File: config.mk
export PLATFORM = sky130hd
export DESIGN_NAME = cavlc_level_run_combiner
export DESIGN_NICKNAME = d
export VERILOG_FILES = /design/src/rtl/cavlc_level_run_combiner.sv
export SDC_FILE = /design/constraint.sdc
export NUM_CORES = 1
export LEC_CHECK = 0
export ABC_AREA = 1
export CORE_ASPECT_RATIO = 1.2
export CORE_UTILIZATION = 43
export CTS_CLUSTER_DIAMETER = 30
export DETAILED_ROUTE_END_ITERATION = 10
export PLACE_DENSITY = 0.56
export SYNTH_ARGS = -nofsm -noshare
export SYNTH_HDL_FRONTEND = slang
export SYNTH_SLANG_ARGS = --single-unit
File: constraint.sdc
create_clock -name clk -period 4.05 [get_ports clk]
set_clock_uncertainty 0.2 [all_clocks]
set_input_delay 0.81 -clock clk [delete_from_list [all_inputs] [get_ports clk]]
set_output_delay 0.81 -clock clk [all_outputs]
set_load 0.005 [all_outputs]
File: src/rtl/cavlc_level_run_combiner.sv
// CAVLC LevelRunCombination: buffers (level, run_before) pairs for one block, then
// walks them from the last coefficient down, writing each level at its zig-zag index.
module cavlc_level_run_combiner #(
    parameter int LEVEL_W = 16
) (
    input  logic                      clk,
    input  logic                      reset_n,
    input  logic                      start,
    input  logic        [4:0]         TotalCoeff,
    input  logic                      start_idx,
    input  logic                      pair_valid,
    output logic                      pair_ready,
    input  logic signed [LEVEL_W-1:0] pair_level,
    input  logic        [3:0]         pair_run,
    output logic                      lrc_active,
    output logic        [3:0]         i_TotalCoeff,
    output logic                      coeff_clr,
    output logic                      coeff_we,
    output logic        [3:0]         coeff_addr,
    output logic signed [LEVEL_W-1:0] coeff_level,
    output logic                      block_done,
    output logic                      err
);

    typedef enum logic [1:0] {IDLE, LOAD, COMBINE, DONE} state_t;

    state_t                    state;
    logic        [4:0]         tcReg;
    logic                      startIdx;
    logic        [3:0]         loadCnt;
    logic signed [5:0]         coeffNum;
    logic signed [LEVEL_W-1:0] levelMem [16];
    logic        [3:0]         runMem   [16];

    logic signed [5:0]         coeffNumNext;
    logic signed [6:0]         addrFull;
    logic                      addrOk;
    logic                      pairAccept;

    function automatic logic addrInRange(input logic signed [6:0] a);
        return (a >= 7'sd0) && (a <= 7'sd15);
    endfunction

    assign pairAccept = pair_valid && pair_ready;

    always_comb begin
        coeffNumNext = coeffNum + $signed({2'b00, runMem[i_TotalCoeff]}) + 6'sd1;
        addrFull     = $signed({coeffNumNext[5], coeffNumNext}) + $signed({6'b0, startIdx});
        addrOk       = addrInRange(addrFull);
        lrc_active   = (state == COMBINE);
        // Out-of-range positions are counted but never reach the coefficient buffer.
        coeff_we     = lrc_active && addrOk;
        coeff_addr   = lrc_active ? addrFull[3:0] : 4'd0;
        coeff_level  = lrc_active ? levelMem[i_TotalCoeff] : '0;
    end

    // Pair storage carries no reset; contents are only read after being loaded.
    always_ff @(posedge clk) begin
        if (state == LOAD && pairAccept) begin
            levelMem[loadCnt] <= pair_level;
            runMem[loadCnt]   <= pair_run;
        end
    end

    always_ff @(posedge clk or negedge reset_n) begin
        if (!reset_n) begin
            state        <= IDLE;
            tcReg        <= 5'd0;
            startIdx     <= 1'b0;
            loadCnt      <= 4'd0;
            coeffNum     <= -6'sd1;
            pair_ready   <= 1'b0;
            i_TotalCoeff <= 4'd0;
            coeff_clr    <= 1'b0;
            block_done   <= 1'b0;
            err          <= 1'b0;
        end else begin
            coeff_clr  <= 1'b0;
            block_done <= 1'b0;
            case (state)
                IDLE: begin
                    if (start) begin
                        tcReg     <= TotalCoeff;
                        startIdx  <= start_idx;
                        coeff_clr <= 1'b1;
                        err       <= 1'b0;
                        loadCnt   <= 4'd0;
                        coeffNum  <= -6'sd1;
                        if (TotalCoeff == 5'd0) begin
                            state      <= DONE;
                            block_done <= 1'b1;
                        end else if (TotalCoeff > 5'd16) begin
                            err        <= 1'b1;
                            state      <= DONE;
                            block_done <= 1'b1;
                        end else begin
                            state      <= LOAD;
                            pair_ready <= 1'b1;
                        end
                    end
                end
                LOAD: begin
                    if (pairAccept) begin
                        loadCnt <= loadCnt + 4'd1;
                        if ({1'b0, loadCnt} == tcReg - 5'd1) begin
                            state        <= COMBINE;
                            pair_ready   <= 1'b0;
                            i_TotalCoeff <= loadCnt;
                        end
                    end
                end
                COMBINE: begin
                    coeffNum <= coeffNumNext;
                    if (!addrOk) begin
                        err <= 1'b1;
                    end
                    if (i_TotalCoeff == 4'd0) begin
                        state      <= DONE;
                        block_done <= 1'b1;
                    end else begin
                        i_TotalCoeff <= i_TotalCoeff - 4'd1;
                    end
                end
                default: begin
                    state <= IDLE;
                end
            endcase
        end
    end

endmodule

Yosys cells after proc, flatten, opt, wreduce, memory -nomap -nowiden. Memory sizes are Yosys's and may differ from the RTL's. Index checks and enable logic that the tools add are counted.

Bits of input ports: 30. Output and inout port bits: 30. Memory bits (writable): 320. Bits in registers: 26. Memories: 2. Word-level logic and storage cells: 86.

Reductions and logical operators: 17. $add $sub $neg: 6. Equal/unequal tests: 11. Muxes and demuxes: 37. Magnitude comparators: 3.

Memories: levelMem (words 16, bits a word 16, rd ports 1, clocked after memory_dff 0, write ports 1, line 32) `logic signed [LEVEL_W-1:0] levelMem [16];`; runMem (words 16, bits a word 4, rd ports 1, clocked after memory_dff 0, write ports 1, line 33) `logic [3:0] runMem [16];`.

Operators by type and width (count): $mux 4 (6); $mux 1 (16); $mux 16 (1); $pmux 4 s2 (2); $mux 2 (6); $ne 2x2->1 const B (6); $pmux 6 s2 (1); $reduce_and 4->1 (2); $add 6x2->7 (1); $ge 7x1->1 const B (1); $le 7x5->1 const B (1); $add 6x2->6 const B (1); $add 6x5->6 (1); $mux 6 (1); $pmux 1 s2 (3); $pmux 2 s3 (1); $reduce_and 3->1 (2); $reduce_and 6->1 (1); $reduce_bool 2->1 (3); $eq 4x5->1 (1); $gt 5x5->1 const B (1); $logic_not 5->1 (1); $sub 5x1->5 const B (1); $add 4x1->4 const B (1); 8 further kinds (13).

Logic depth before layout (Yosys ltp). An unclocked memory read counts as a cell.

Depth in word-level cells: 8. Mapped depth: 24. Gate-level depth less buffers: 23.

Worst setup path after synthesis. No wires, ideal clock.

Path kind: reg2out. Start point: reg i_TotalCoeff[0]. End point: out coeff_we. Slack: 0.311 ns. Required time: 3.040 ns. Arrival time: 2.729 ns. Cell stages (with the launch flop): 21. Path buffers: 3. Cell sequence: dfrtp_1 -> buf_6 -> inv_4 -> buf_6 -> buf_2 -> a21oi_1 -> a311oi_1 -> o21ai_1 -> nand2_1 -> inv_1 -> ha_1 -> fa_1 -> inv_1 -> ha_1 -> inv_1 -> nor2_1 -> nand3_1 -> nand2_1 -> nor2_2 -> nand2_2 -> inv_1.

Longest elaborated chain between the ends: 7. Elaborated cells between the ends (all ways): 8. Classes of those cells: add/sub (3); order compare (2); reduce/logical (2); memory (1).

Ends and longest elaborated chain: from (decl) (line 16) `output logic [3:0] i_TotalCoeff,`; from (signal assigned) (line 108) `i_TotalCoeff <= loadCnt;`; from (signal assigned) (line 121) `i_TotalCoeff <= i_TotalCoeff - 4'd1;`; $mem_v2 16x4 (*); $add 6x5->6 (*) (line 47) `coeffNumNext = coeffNum + $signed({2'b00, runMem[i_TotalCoeff]}) + 6'sd1;`; $add 6x2->6 (*) (line 47); $add 6x2->7 (*) (line 48) `addrFull = $signed({coeffNumNext[5], coeffNumNext}) + $signed({6'b0, startIdx});`; $ge 7x1->1 or $le 7x5->1 (tied branches) (line 41) `return (a >= 7'sd0) && (a <= 7'sd15);`; $logic_and 1x1->1 (*) (line 41); $logic_and 1x1->1 (*) (line 52) `coeff_we = lrc_active && addrOk;`; to (decl) (line 18) `output logic coeff_we,`.

Mark *: on every way between the ends. The rest lies on a longest branch, timed or not.

Worst setup path in the final report.
Start point: reg i_TotalCoeff[1]. End point: out coeff_we.

The elaborated chain is that of the path after synthesis.

==> flow_summary.json <==
{
  "pre_cts_slack_ps": -84.4,
  "clock_latency_ps": 560,
  "setup_violations": 3,
  "io_buffers": 59,
  "min_period_over_period_pct": 104,
  "cts_tree": "yes",
  "p_sw_mw": 4.66,
  "syn_area_per_cell_um2": 12.6,
  "worst_pin_slew_ps": 1050,
  "finalMaxSlewViolations": 0,
  "yosys_warnings": 0,
  "seq_area_frac_synth_pct": 71.4,
  "die_area_um2": 34200,
  "cts_buffer_depth": 3,
  "synth_top_family_by_area": "compound AO/OA/AOI/OAI gates",
  "die_h_um": 202,
  "place_inst": 1656,
  "irDropWorstVdd_uv": 385,
  "syn-num-nets": 1195,
  "fmax_ghz": 0.238,
  "crit_arrival_ps": 3200,
  "ys_ff_latch": 346,
  "die_w_um": 169,
  "timing.final.ws_setup_ps": -156,
  "switching_share_pct": 33.1,
  "intPower_mw": 9.42,
  "synth-adder-area-share_pct": 1.88,
  "cts_buffers": 67,
  "synthArstFlopShare_pct": 7.51,
  "p_seq_share_pct": 30.1,
  "yosys.area_share.simple_pct": 10.2,
  "area_growth_pct": 26.6,
  "grt_max_degree": 61,
  "io_pins": 60,
  "core_region_area_um2": 33100,
  "criticalPathCategory": "flip-flop to primary output",
  "hold_path.class": "flip-flop to flip-flop",
  "final_nets": 1335,
  "power.leakage_nw": 6.43,
  "r2r_cells": 20,
  "drt_first_iter_violations": 817,
  "max_slew_margin_pct": 29.6,
  "synth_compound_area_share_pct": 12.4,
  "worstPathMaxFanout": 6,
  "finalCriticalPeriod_ps": 4210,
  "via_count": 9705,
  "synthXorXnorAreaFrac_pct": 0.366,
  "grt_pass1_vias": 9439,
  "drc": 0,
  "cap_violations": 0,
  "track_usage_pct": 22.6,
  "finalWeightedCongestion": 0.824,
  "violations": "setup timing",
  "vias_per_cell": 5.44,
  "wire_per_inst_um": 21.0,
  "synth_edf_count": 320,
  "rsz0062_at_grt": "yes",
  "fin_cells": 1784,
  "root_buffer": "clkbuf_16",
  "wirelength_um": 37500,
  "final_core_util_pct": 55.0,
  "worst_ep_required_time_ps": 3040,
  "hold_viol": 0,
  "drt-pass1-iter-count": 5,
  "num_antenna_cells": 0,
  "whs_ps": 273,
  "cp-end-kind": "primary output",
  "whs_path_depth": 2,
  "status": "finished with violations",
  "antenna_found_initial": 0,
  "synth_ff_type": "edfxtp_1",
  "initial_core_util_pct": 43.5,
  "path_clk_slew_ps": 50,
  "synthMuxAreaShare_pct": 0,
  "p_comb_share_pct": 32.2,
  "hold_buffers": 0,
  "fp-row-count": 73,
  "clock_sinks": 346,
  "post-dp-hpwl_um": 20000,
  "syn_area_um2": 14400,
  "cts_max_level": 3,
  "synth_cells": 1144,
  "grt_pass1_wl_um": 56600,
  "p_per_area_nw_per_um2": 774,
  "worstSetupStartpointType": "flip-flop",
  "yosysUniqueCellTypes": 40,
  "drive_gt1_share_pct": 19.5,
  "pwr-share-clk_pct": 37.6,
  "grt_overflow_total": 0,
  "ant_nets": 0
}
## placed cells by master, fill, tap and decap left out, drive strengths merged, types with 31 or more instances in the layout
cell           netlist  routed
inv                 49      54
edfxtp             320     320
buf                 44      79
o22ai               31      31
nand2              121     121
clkdlybuf4s50        0      54
o221ai              35      35
clkbuf              20      76
nor2               190     190
o21ai              171     171
## power by group through the flow
stage	Clock [mW]	Combinational (mW)	Sequential (mW)
6_report	5.30	4.54	4.25
3_3_place_gp	0	4.14	4.30
5_1_grt	5.55	5.04	4.27
4_1_cts	5.38	4.36	4.25
2_1_floorplan	0	2.65	4.26
3_5_place_dp	0	4.16	4.31
## cells in the mapped netlist, types with 2 or more instances
master,count,share of area [%]
dfrtp_1,20,3.5
clkbuf_1,20,0.52
buf_2,27,0.94
dfstp_2,6,1.1
clkinv_1,2,0.052
o2111ai_1,6,0.37
o221ai_1,35,2.1
edfxtp_1,320,67
nor2_2,2,0.087
xnor2_1,3,0.18
inv_2,2,0.052
inv_1,46,1.2
nor2_4,2,0.16
buf_1,2,0.052
o21ai_1,15,0.52
buf_6,6,0.47
buf_4,9,0.47
or2_2,3,0.13
nor2_1,186,4.9
nand4_1,9,0.39
a21oi_1,29,1.0
o21ai_0,156,5.4
o22ai_1,31,1.3
ha_1,20,1.7
a22oi_1,2,0.10
o211ai_1,15,0.78
nand2_1,115,3.0
nand2_2,6,0.26
nand3_1,28,0.97
o211a_1,5,0.35
a311oi_1,4,0.24
xor2_1,3,0.18
nand3_2,2,0.14
## per-layer routing
layer  global-route usage (%)  wire length [um]  share of wire, %  vias up
met2                     36.6             17900                48      348
met5                        0                 0                 0        -
met3                     4.31              2780               7.4       94
met4                     9.03              1180               3.2        0
li1                         -                 -                 -     4513
met1                     29.8             15600                42     4750
## logic make-up after synthesis
kind of cell	Yosys count
AOI/OAI and AO/OA	299
xor gates and xnor gates	6
and+or+nand+nor	357
adders and majority gates	21
DFF	346
buffers and inverters	115
## critical path: stages, from the launching register on
cell and delay, ps:
dfrtp_2 460, buf_12 150, inv_2 100, o21ai_0 100
o221ai_1 150, nand4_1 100, nand2_1 100, inv_2 50
ha_4 150, fa_2 540, inv_2 60, ha_4 160
inv_4 60, nor2_4 40, nand3_2 50, nand2_1 60
nor2_2 120, nand2_2 60, inv_2 50, buf_6 80
## through the flow
step	setup TNS [ps]	total power [mW]	cell area (um2)
6_report	-349	14.1	18200
3_5_place_dp	-84.4	8.46	15700
4_1_cts	-333	14.0	18100
2_1_floorplan	0	6.91	14400
3_3_place_gp	-17.5	8.45	15700
5_1_grt	-966	14.9	18200
## final cells by class
cell class,instances,area (um2)
Clock buffer,76,1830
Fill cell,2810,14900
Inverter,51,199
Multi-Input combinational cell,683,3720
Timing Repair inverter,1,3.75
Tap cell,450,563
Sequential cell,346,10300
Clock inverter,43,374
Timing Repair Buffer,134,1240
## sequential cells by signal, indices dropped and copies added, names as in the netlist, 2 cells and up
| register | count |
|---|---|
| levelMem | 256 |
| runMem | 64 |
| coeffNum | 6 |
| tcReg | 5 |
| i_TotalCoeff | 4 |
| loadCnt | 4 |
| state | 2 |
## repair_timing
action | in CTS | in global routing
cloned | 1 | 0
setup endpoints to repair | 8 | 15
pin swaps | 17 | 18
setup buffers | 4 | 4
gates resized for setup | 47 | 26
## final timing paths
path,endpoint,from,slack [ps]
setup / recovery,coeff_we,i_TotalCoeff[1]$_DFFE_PN0P_,-160
hold / removal,err$_DFFE_PN0P_,err$_DFFE_PN0P_,270
setup reg to reg,err$_DFFE_PN0P_,i_TotalCoeff[1]$_DFFE_PN0P_,980
hold reg to reg,err$_DFFE_PN0P_,err$_DFFE_PN0P_,270
max in group asynchronous,i_TotalCoeff[0]$_DFFE_PN0P_,reset_n,2330
min in group asynchronous,block_done$_DFF_PN0_,reset_n,630
Note: power is estimated with default switching activity, not from simulation.
==> edit 1 (same flow settings) <==
Set the parameter `LEVEL_W` to 18 (it was 16).
--- a/src/rtl/cavlc_level_run_combiner.sv
+++ b/src/rtl/cavlc_level_run_combiner.sv
@@ -3,3 +3,3 @@
 module cavlc_level_run_combiner #(
-    parameter int LEVEL_W = 16
+    parameter int LEVEL_W = 18
 ) (
Interface: changed (resized coeff_level and pair_level); port bits go from 60 to 64. No check against the original RTL was run, so the function may have changed too.
==> edit 1 against the original RTL <==
The run still ends with setup timing left; power is 8.5% higher; cell area is 11% higher; sequential cell count is 32 higher; highest routed layer unchanged; area after synthesis is 8.9% higher; wire length is 10% higher; worst setup slack worse by 0.031 ns; first-iteration DRC count is 2.2% lower; global-route usage is 0.11 points higher; count of clock-buffer cells in the layout is 3 higher; worst hold slack worse by 0.0013 ns; critical endpoint unchanged.
==> edit 1: results (changes against the original RTL) <==
STATUS
--------------------------------------------------------------------------------
Status                                                              finished with violations
Violated checks                                                     setup timing

GRT
--------------------------------------------------------------------------------
Maximum number of pins on one net before global-route repair                  43   -30%
Number of antenna violations at the first check in global routing              2   +2
Number of global-route vias before repair                                 10,523   +11%
First-pass GRT wire length                                               61.9 mm   +9.3%
Overall routing resource usage                                             22.7%   +0.11 points
Met1 demand-to-capacity share in global routing                            29.4%   -0.39 points
Global-route track usage on met2                                           36.7%   +0.065 points

ROUTE
--------------------------------------------------------------------------------
Aggregate routed wire length                                             41.4 mm   +10%
Initial detailed-routing violation count                                     799   -2.2%
Met3 Routed Length                                                       2.46 mm   -12%

YOSYS
--------------------------------------------------------------------------------
Number of different library cells in the post-synthesis netlist               42   +5.0%
Share of synthesized area occupied by flip-flops and latches               71.8%   +0.33 points
List of most frequent post-synthesis cells                          352 x sky130_fd_sc_hd__edfxtp_1, 208 x sky130_fd_sc_hd__nor2_1, 169 x sky130_fd_sc_hd__o21ai_0, 131 x sky130_fd_sc_hd__nand2_1
Mean Syn Cell Area                                                      12.6 µm²   +0.11%

SETUP PATH
--------------------------------------------------------------------------------
WP data arrival                                                          3.23 ns   +0.03 ns
Number of cells on the worst reg-to-reg path                                  19   -5.0%
Reg-to-Reg Start                                                    i_TotalCoeff[0]$_DFFE_PN0P_
Max Fanout on Critical Path                                                    8   +2
Reg2Reg Setup Slack                                                      0.95 ns   -0.03 ns

FINISH
--------------------------------------------------------------------------------
Fill count                                                                 2,907   +3.5%
Net count reported at finish                                               1,450   +8.6%
Fraction of final layout cells sized beyond drive strength 1               20.4%   +0.88 points

PLACE
--------------------------------------------------------------------------------
Final estimated routing congestion in global placement                     0.851   +3.3%
Count of input and output buffers                                             63   +6.8%
Worst setup slack before clock tree synthesis                          -0.107 ns   -0.0226 ns
Number of instances in the placed design                                   1,781   +7.5%

TIMING
--------------------------------------------------------------------------------
Worst-case setup margin in the final layout                            -0.187 ns   -0.0308 ns
Total of endpoints with negative setup slack in the final report               3   unchanged
Worst rel slew slack                                                       60.2%   +31 points
Sum Neg Setup Slack                                                    -0.283 ns   +0.0659 ns

-- edit 1: cell types whose count changed in the layout (fill, tap and decap cells not counted), moves of 5 or more --
cell,before,now
sky130_fd_sc_hd__edfxtp_1,320,352
sky130_fd_sc_hd__nor2_1,165,186
sky130_fd_sc_hd__nand3_1,26,40
sky130_fd_sc_hd__nand2_1,108,121
sky130_fd_sc_hd__buf_12,4,16
sky130_fd_sc_hd__nor2_2,21,11
sky130_fd_sc_hd__nor2_4,4,14
sky130_fd_sc_hd__o21ai_0,152,160
sky130_fd_sc_hd__o21ai_1,18,11
sky130_fd_sc_hd__o21ai_2,1,7
sky130_fd_sc_hd__bufinv_16,4,9
-- edit 1: cells by family (layout without fill, tap and decap cells) --
kind of cell    Yosys count  after routing  synth area share [%]
flops                   378            378                  71.8
simple gates            406            406                  10.6
other cells               0              1                     0
xor+xnor                  6              6                 0.336
compound gates          310            310                  11.8
fa+ha+maj                21             21                  1.73
buf+inv                 123            327                  3.83
-- edit 1: through the flow --
step | hold WS (ns) | area [µm²] | total power [mW]
after global placement | 0.267 | 17300 | 8.79
after detailed placement | 0.262 | 17300 | 8.83
final | 0.272 | 20200 | 15.3
after CTS | 0.271 | 19900 | 14.9
after global routing | 0.320 | 20200 | 16.0
after floorplan | 0.255 | 15600 | 7.22
-- edit 1: area by class of cell --
class	instances	share of cell area [%]
Clock inverter	46	2.58
Multi-Input combinational cell	743	20.6
Inverter	49	0.987
Tap cell	468	2.91
Sequential cell	378	55.7
Antenna cell	1	0.0124
Timing Repair Buffer	153	7.72
Clock buffer	79	9.44
-- edit 1: report_power, final --
part	total (mW)	internal [mW]	switching (mW)
logic	4.73	1.91	2.83
registers	4.64	4.50	0.143
clock network	5.90	3.95	1.95
total	15.3	10.4	4.92
==> edit 2 (same settings) <==
Made on the original files. Re-encode `state_t` (4 states) as one-hot, 4 bits wide.
--- a/src/rtl/cavlc_level_run_combiner.sv
+++ b/src/rtl/cavlc_level_run_combiner.sv
@@ -24,3 +24,3 @@
 
-    typedef enum logic [1:0] {IDLE, LOAD, COMBINE, DONE} state_t;
+    typedef enum logic [3:0] {IDLE = 4'b0001, LOAD = 4'b0010, COMBINE = 4'b0100, DONE = 4'b1000} state_t;
 
Formal check against the unedited RTL: no difference found for any inputs over 4 cycles, from zero or initial values and one cycle with reset_n low; so few cycles prove little.
==> edit 2 against the original RTL <==
The run still ends with setup timing left; power is 5.3% lower; sequential cell count is 2 higher; wire length is 5.0% higher; non-clock buffer count is 25 higher; worst setup slack worse by 0.11 ns; count of clock-buffer cells in the layout is 7 higher; sequential power is 3% lower; area after synthesis is 0.21% higher; die area is 0.21% higher; cell area is 3.8% higher; critical endpoint unchanged.
==> edit 2: results (changes against the original RTL) <==
STATUS
-------------------------------------------------------------------------------
Status                                                             finished with violations
Violated checks                                                    setup timing

TIMING
-------------------------------------------------------------------------------
Worst-case setup margin in the final layout                           -0.267 ns   -0.111 ns
Worst rel slew slack                                                      26.8%   -2.8 points
Total of endpoints with negative setup slack in the final report              5   +2
Sum Neg Setup Slack                                                   -0.716 ns   -0.367 ns

CLOCK TREE
-------------------------------------------------------------------------------
Number of clock buffers inserted by TritonCTS                                73   +9.0%

SETUP PATH
-------------------------------------------------------------------------------
Slowest cell on the critical path                                  sky130_fd_sc_hd__dfrtp_4
Reg-to-Reg Start                                                   i_TotalCoeff[0]$_DFFE_PN0P_
WP data arrival                                                         3.31 ns   +0.11 ns

GRT
-------------------------------------------------------------------------------
Maximum number of pins on one net before global-route repair                 63   +3.3%
Number of global-route vias before repair                                 9,881   +4.7%
Overall routing resource usage                                            22.9%   +0.32 points

POWER
-------------------------------------------------------------------------------
Pleak                                                                   6.93 nW   +7.8%
Peak supply drop                                                       0.371 mV   -3.5%

FINISH
-------------------------------------------------------------------------------
Fill count                                                                2,788   -0.78%
Net count reported at finish                                              1,416   +6.1%

YOSYS
-------------------------------------------------------------------------------
List of most frequent post-synthesis cells                         320 x sky130_fd_sc_hd__edfxtp_1, 181 x sky130_fd_sc_hd__nor2_1, 175 x sky130_fd_sc_hd__nand2_1, 165 x sky130_fd_sc_hd__o21ai_0, 55 x sky130_fd_sc_hd__inv_1
Adder-Cell Fraction of Synth Area                                         1.53%   -0.35 points
Share of the synthesized area in compound gates (AO/OA/AOI/OAI)           10.9%   -1.4 points
Xor and xnor area share after synthesis                                  0.304%   -0.062 points
Synth area leaders                                                 sky130_fd_sc_hd__edfxtp_1 67%, sky130_fd_sc_hd__o21ai_0 5.7%, sky130_fd_sc_hd__nor2_1 4.7%, sky130_fd_sc_hd__nand2_1 4.6%, sky130_fd_sc_hd__dfrtp_1 3.6%
Share of synthesized area occupied by flip-flops and latches              71.6%   +0.21 points

ROUTE
-------------------------------------------------------------------------------
Via count                                                                10,146   +4.5%
Initial detailed-routing violation count                                    719   -12%

PLACE
-------------------------------------------------------------------------------
Detailed-placement wirelength estimate                                  21.3 mm   +6.6%

-- edit 2: through the flow --
stage                     worst slack (ns)  hold slack [ns]  cells
after CTS                           -0.229            0.270   1868
final                               -0.267            0.258   1876
after detailed placement            -0.114            0.257   1719
after global placement             -0.0433            0.256   1719
after floorplan                      0.394            0.248   1201
after global routing                -0.450            0.308   1876
-- edit 2: final cells by class --
type	instances	area, µm²	area share (%)
clock inverters	49	538	2.85
flip-flops and latches	348	10300	54.6
inverters	60	233	1.23
clock buffers	83	1920	10.1
repair buffers	159	1620	8.58
well taps	450	563	2.98
repair inverters	1	6.26	0.0331
multi-input cells	726	3690	19.5
-- edit 2: timing repair --
item / 4_1_cts / 5_1_grt
endpoints found under the setup margin: 15 / 22
gates resized for setup: 60 / 43
pin swaps: 22 / 20
buffers inserted: 18 / 3
cloned: 1 / 5
-- edit 2: cells by family (layout without fill, tap and decap cells) --
kind of cell | count (synthesis) | count (layout)
AOI/OAI and AO/OA | 283 | 283
xor gates and xnor gates | 5 | 5
adders and majority gates | 17 | 17
and+or+nand+nor | 421 | 421
DFF | 348 | 348
buffers and inverters | 127 | 352
-- edit 2: metal layers --
| metal | routed length [µm] | up-vias | part of all wire, % | GRT usage [%] |
|---|---|---|---|---|
| met5 | 9 | - | 0.023 | 0 |
| li1 | - | 4688 | - | - |
| met2 | 19300 | 413 | 49 | 38.5 |
| met1 | 16100 | 4963 | 41 | 29.4 |
| met4 | 1040 | 2 | 2.6 | 9.04 |
| met3 | 2850 | 80 | 7.2 | 4.13 |
-- edit 2: power breakdown --
part	switching, mW	internal [mW]
combinational	2.00	1.36
clock	1.93	3.92
sequential	0.0840	4.05
